### config.mk
export PLATFORM = sky130hd
export DESIGN_NAME = loop_seq
export DESIGN_NICKNAME = d
export VERILOG_FILES = /design/src/rtl/loop_seq.sv
export SDC_FILE = /design/constraint.sdc
export NUM_CORES = 1
export LEC_CHECK = 0
export ABC_AREA = 0
export CAP_MARGIN = 20
export CORE_MARGIN = 2
export CORE_UTILIZATION = 49
export CTS_BUF_LIST = sky130_fd_sc_hd__clkbuf_2 sky130_fd_sc_hd__clkbuf_4 sky130_fd_sc_hd__clkbuf_8
export CTS_CLUSTER_DIAMETER = 120
export CTS_CLUSTER_SIZE = 12
export DETAILED_ROUTE_END_ITERATION = 6
export MAX_ROUTING_LAYER = met4
export PLACE_DENSITY_LB_ADDON = 0.12
export REMOVE_ABC_BUFFERS = 1
export SLEW_MARGIN = 20
export SYNTH_ARGS = -nofsm -noshare
export SYNTH_HDL_FRONTEND = slang
export SYNTH_SLANG_ARGS = --single-unit
### constraint.sdc
create_clock -name clk -period 3.44 [get_ports clk]
set_clock_uncertainty 0.2 [all_clocks]
set_input_delay 1.032 -clock clk [delete_from_list [all_inputs] [get_ports clk]]
set_output_delay 1.032 -clock clk [all_outputs]
set_load 0.1 [all_outputs]
### src/rtl/loop_seq.sv
// Two-level nested-loop index sequencer: walks (outer, inner) pairs over a
// programmed bound and hands them out one per valid/ready transfer.
module loop_seq #(
    parameter  int INNER_MAX = 31,
    parameter  int OUTER_MAX = 7,
    localparam int IW        = $clog2(INNER_MAX + 1),
    localparam int OW        = $clog2(OUTER_MAX + 1)
) (
    input  logic          clk,
    input  logic          rstn,
    input  logic          start,
    input  logic [IW-1:0] cfg_inner_last,
    input  logic [OW-1:0] cfg_outer_last,
    input  logic          abort,
    output logic          out_valid,
    input  logic          out_ready,
    output logic [IW-1:0] out_inner,
    output logic [OW-1:0] out_outer,
    output logic          out_inner_last,
    output logic          out_last,
    output logic          busy,
    output logic          done
);

    localparam logic [1:0] S_IDLE = 2'd0;
    localparam logic [1:0] S_RUN  = 2'd1;
    localparam logic [1:0] S_DONE = 2'd2;

    localparam logic [IW-1:0] INNER_CAP = IW'(INNER_MAX);
    localparam logic [OW-1:0] OUTER_CAP = OW'(OUTER_MAX);

    logic [1:0]    state_q,  state_d;
    logic [IW-1:0] inner_q,  inner_d;
    logic [OW-1:0] outer_q,  outer_d;
    logic [IW-1:0] ibound_q, ibound_d;
    logic [OW-1:0] obound_q, obound_d;

    logic run_s;
    logic xfer_s;
    logic inner_at_s;
    logic outer_at_s;

    assign run_s      = (state_q == S_RUN);
    assign xfer_s     = run_s & out_ready;
    assign inner_at_s = (inner_q == ibound_q);
    assign outer_at_s = (outer_q == obound_q);

    // Next-state logic; indices are held at zero whenever no walk is in progress.
    always_comb begin
        state_d  = state_q;
        inner_d  = inner_q;
        outer_d  = outer_q;
        ibound_d = ibound_q;
        obound_d = obound_q;
        case (state_q)
            S_IDLE: begin
                // abort in IDLE suppresses a same-cycle start
                if (start && !abort) begin
                    ibound_d = (cfg_inner_last > INNER_CAP) ? INNER_CAP : cfg_inner_last;
                    obound_d = (cfg_outer_last > OUTER_CAP) ? OUTER_CAP : cfg_outer_last;
                    inner_d  = '0;
                    outer_d  = '0;
                    state_d  = S_RUN;
                end else begin
                    state_d  = S_IDLE;
                end
            end
            S_RUN: begin
                if (abort) begin
                    inner_d = '0;
                    outer_d = '0;
                    state_d = S_IDLE;
                end else if (xfer_s) begin
                    if (!inner_at_s) begin
                        inner_d = inner_q + IW'(1);
                    end else begin
                        inner_d = '0;
                        if (!outer_at_s) begin
                            outer_d = outer_q + OW'(1);
                        end else begin
                            outer_d = '0;
                            state_d = S_DONE;
                        end
                    end
                end else begin
                    state_d = S_RUN;
                end
            end
            S_DONE: begin
                // done lasts one cycle whether or not abort arrives with it
                inner_d = '0;
                outer_d = '0;
                state_d = S_IDLE;
            end
            default: begin
                inner_d = '0;
                outer_d = '0;
                state_d = S_IDLE;
            end
        endcase
    end

    // State registers with synchronous active-low reset.
    always_ff @(posedge clk) begin
        if (!rstn) begin
            state_q  <= S_IDLE;
            inner_q  <= '0;
            outer_q  <= '0;
            ibound_q <= '0;
            obound_q <= '0;
        end else begin
            state_q  <= state_d;
            inner_q  <= inner_d;
            outer_q  <= outer_d;
            ibound_q <= ibound_d;
            obound_q <= obound_d;
        end
    end

    assign out_valid      = run_s;
    assign out_inner      = inner_q;
    assign out_outer      = outer_q;
    assign out_inner_last = run_s & inner_at_s;
    assign out_last       = run_s & inner_at_s & outer_at_s;
    assign busy           = (state_q != S_IDLE);
    assign done           = (state_q == S_DONE);

endmodule
Yosys cells after proc, flatten, opt, wreduce, memory -nomap -nowiden. Cells that the tools add are included.

Logic and storage cells: 48. Memory bits (read-only): 0. Latch bits: 0. RAM bits: 0. Input bits: 13. Register bits after elaboration: 18. Output and inout port bits: 13. Memories: 0.

$mul: 0. Bitwise logic cells: 3. Order comparisons: 2. Add/sub/neg operators: 2. Equality and inequality tests: 9. Div/mod/pow operators: 0. Shift operators: 0. Reduce and logical (&&, ||, !) cells: 8. Mux-type cells: 19.

Operator list (count): $mux 5 (5); $mux 3 (6); $pmux 5 s2 (1); $mux 2 (4); $ne 4x3->1 const B (2); $ne 3x2->1 const B (2); $pmux 3 s2 (1); $reduce_and 2->1 (3); $add 5x1->5 const B (1); $eq 5x5->1 (1); $gt 5x5->1 const B (1); $pmux 2 s2 (1); $add 3x1->3 const B (1); $and 1x1->1 (3); $eq 3x3->1 (1); $gt 3x3->1 const B (1); $reduce_and 3->1 (1); $eq 2x1->1 const B (1); $eq 2x2->1 const B (1); $logic_not 2->1 (1); $ne 2x2->1 const B (1); $reduce_bool 2->1 (1); $logic_and 1x1->1 (1); $logic_not 1->1 (1); $mux 1 (1).

Longest topological paths before layout. Gate-level depths: netlist of the first run.

Depth in word-level cells: 6. Gate-level depth with buffers: 6. Gate-level depth less buffers: 6.

Worst setup path after synthesis of the first run. Ideal clock, no wire load.

Kind: reg-to-output. Start: register inner_q[0] (netlist: out_inner[0]). End: output out_last. Data required time: 2.208 ns. Cell stages (with the launch flop): 5. Arrival time: 3.721 ns. Path buffers: 0. Setup slack: -1.513 ns. Path through: dfxtp_1 > xor2_1 > nor3_4 > nand2_1 > nor3_1.

Cells in the longest elaborated chain, start to end: 3.

Ends and longest elaborated chain: from (decl) (line 33) `logic [IW-1:0] inner_q, inner_d;`; from (signal assigned) (line 113) `inner_q <= inner_d;`; $eq 5x5->1 (line 45) `assign inner_at_s = (inner_q == ibound_q);`; $and 1x1->1 (2 in a row) (line 124) `assign out_last = run_s & inner_at_s & outer_at_s;`; to (decl) (line 20) `output logic out_last,`.

No other way between the ends.

Worst setup path in the final report of the first run. Ends and elaborated chain as after synthesis.

==> impl_metrics.py, run 1 <==
metrics = {
    "yosys": {
        "synth_cell_types": 32,
        "synth_area_um2": 922.1,
        "syn_avg_cell_area_um2": 8.953,
        "synth-seq-cells": 18,
        "synth_top_family_by_area": "simple AND/OR/NAND/NOR gates",
        "synth_compound_area_share_pct": 16.96,
        "yosys.area_share.adder_pct": 2.714,
        "yosys_warnings": 0,
        "synth_xor_area_share_pct": 11.40,
        "muxShareOfSynthArea_pct": 1.085,
        "syn_inst": 103,
        "synth-simple-area-share_pct": 27.14,
        "seq_area_frac_synth_pct": 39.08,
    },
    "final_layout": {
        "most-common-layout-cells": "22 x nand2_1, 18 x dfxtp_1, 12 x clkdlybuf4s50_1, 12 x buf_4, 10 x nor2_1",
        "drive_gt1_share_pct": 19.85,
        "areaGrowthSynthToFinish_pct": 31.89,
        "final_common_cell": "nand2_1",
        "finish.utilization_pct": 69.68,
        "final_area_um2": 1216,
        "nets": 147,
        "antenna_cells": 0,
    },
    "clock_tree": {
        "ctsHoldBuffers": 0,
        "clock_latency_ps": 300,
        "cts_buffer_depth": 2,
        "post-cts-setup-buffers": 0,
        "cts_tree": "yes",
        "htree_levels": 1,
        "clkSinkCount": 18,
        "clkTransAtPathRegs_ps": 110,
        "root_buffer": "clkbuf_4",
        "cts_buffers": 3,
        "cts_resized": 0,
    },
    "global_routing": {
        "met3_usage_pct": 4.615,
        "globalRouteMet1Util_pct": 22.14,
        "grt_pass1_vias": 699,
        "overflow": 0,
        "grt_max_degree": 16,
        "grt_most_used_layer": "met2",
        "grt_pass1_wl_um": 2891,
        "antenna_found_initial": 0,
        "track_usage_pct": 19.77,
        "met2_usage_pct": 31.62,
    },
    "placed_design": {
        "io_buffers": 25,
        "post-dp-hpwl_um": 1454,
        "place_area_um2": 1180,
        "gp_congestion": 0.8472,
    },
    "critical_path": {
        "slowest_delay_ps": 450,
        "start_kind": "flip-flop",
        "crit_path_top_delay_cell": "dfxtp_1",
        "path_cells": "xor2_1, nor3_4, nand2_1, nor3_1, buf_12",
        "endpoint_kind": "primary output",
        "arrival_ps": 1850,
        "crit_type": "reg2out",
        "path_delay_family": "simple AND/OR/NAND/NOR gates",
        "cp_max_fo": 5,
        "cp.required_ps": 2210,
        "cp.buffers_inverters": 1,
    },
    "route": {
        "dr.first_iter.drc_count": 4,
        "drc_errors": 0,
        "viasPerCell": 5.058,
        "vias": 789,
        "routed_wirelength_um": 1832,
        "detail_route.wl_per_cell_um": 11.74,
        "first_pass_iters": 3,
        "ant_nets": 0,
    },
    "floorplan": {
        "fp.coreArea_um2": 1745,
        "chipWidth_um": 47.38,
        "die_h_um": 47.38,
        "design.portCount": 26,
        "initial_core_util_pct": 52.83,
        "dieArea_um2": 2245,
        "row_count": 15,
    },
    "status": {
        "outcome": "finished, final reports clean",
    },
    "pwr": {
        "p_clk_share_pct": 28.2,
        "p_switching_w": 0.0001458,
        "power_frac_seq_pct": 47.2,
        "switching_share_pct": 31.08,
        "combPwrFrac_pct": 24.6,
        "internal_power_w": 0.0003233,
        "peakVddDrop_uv": 222.8,
        "p_per_area_nw_per_um2": 385.7,
        "p_leak_nw": 0.5093,
    },
    "sta": {
        "fin_crit_ps": 3086,
        "worst_pin_slew_ps": 566.2,
        "max_slew_margin_pct": 62.12,
        "finalSetupTns_ps": 0,
        "max_freq_mhz": 324.0,
        "timing.final.crit_share_pct": 89.72,
        "setup_viol": 0,
        "rsz0062_at_grt": "false",
        "final_max_slew_viol_count": 0,
        "hold_viol": 0,
    },
    "min_path": {
        "hold_path.class": "reg2reg",
    },
    "run": {
        "maxCapViolCount": 0,
    },
}
[metal layers]
metal / part of all wire, % / wire [µm] / up-vias
met4: 2.3 / 42 / 0
met2: 47 / 854 / 21
met1: 47 / 857 / 359
met5: 0 / 0 / -
li1: - / - / 404
met3: 4.2 / 77 / 5
[logic make-up after synthesis]
group | count (synthesis)
AND/OR/NAND/NOR | 49
flip-flops | 18
AO/OA/AOI/OAI | 17
XOR/XNOR | 12
buffers and inverters | 4
adder cells (fa/ha/maj) | 2
multiplexers | 1
[stage by stage]
stage                     hold slack [ps]  power [W]  instances  setup WS, ps
final                               282.9  0.0004690        156         353.7
after global routing                308.3  0.0004907        156         253.7
after CTS                           287.0  0.0004722        156         343.2
after detailed placement            272.0  0.0003421        152         511.6
after global placement              269.7  0.0003397        152         611.1
after floorplan                     255.3  0.0003066        102         -1513
[power by group through the flow]
stage	Combinational, W	Sequential (W)	Clock [W]
floorplan	0.0000712	0.000235	0
global placement	0.000114	0.000226	0
detailed placement	0.000116	0.000226	0
CTS	0.000116	0.000221	0.000135
global route	0.000124	0.000223	0.000144
finish	0.000116	0.000221	0.000132
[final cells by class]
| type | count | area [µm²] |
|---|---|---|
| Timing Repair Buffer | 25 | 230.2 |
| Sequential cell | 18 | 360.3 |
| Multi-Input combinational cell | 81 | 546.8 |
| Inverter | 3 | 11.26 |
| Clock buffer | 4 | 36.28 |
| Fill cell | 150 | 529.3 |
| Tap cell | 25 | 31.28 |
[cells in the mapped netlist (all sizes together)]
cell type	number	share of area [%]
nor2b	1	0.68
dfxtp	18	39
o21bai	1	0.81
nand4	2	1.4
a31o	1	0.95
xnor2	5	4.7
a31oi	1	2.3
nand3b	1	0.81
and2b	1	0.95
nor3	3	2.8
nand2b	2	2.2
nand2	23	9.6
a2bb2oi	1	0.95
nor2	11	4.7
o32a	1	2.4
o21ai	1	0.54
and4	2	2.0
inv	3	1.2
clkbuf	1	0.41
or3	2	1.4
ha	2	2.7
mux2i	1	1.1
nand3	1	0.54
a21boi	11	9.0
xor2	7	6.6
[state kept, by name, summed over array words and instances (netlist names)]
register and count:
state_q 2, ibound_q 5, out_inner 5, obound_q 3
out_outer 3
[final timing paths]
| path | start | depth (start not counted) | endpoint | slack [ps] |
|---|---|---|---|---|
| setup / recovery | out_inner[0] | 5 | out_last | 350 |
| setup reg to reg | out_inner[0] | 5 | out_outer[1] | 1660 |
| hold reg to reg | obound_q[2] | 2 | obound_q[2] | 280 |
| hold / removal | obound_q[2] | 2 | obound_q[2] | 280 |
[worst min-delay path, cell delays in order, from the launching register on]
cell,delay (ps)
dfxtp_1,330
nand2_1,50
a21boi_0,60
(Power assumes the default switching activity.)
==> run 2, diff against run 1 <==
SETUP_SLACK_MARGIN = 0.1   (was unset)
==> results of run 2 <==
No change in the layout: final DEF, timing and power equal those of run 1.
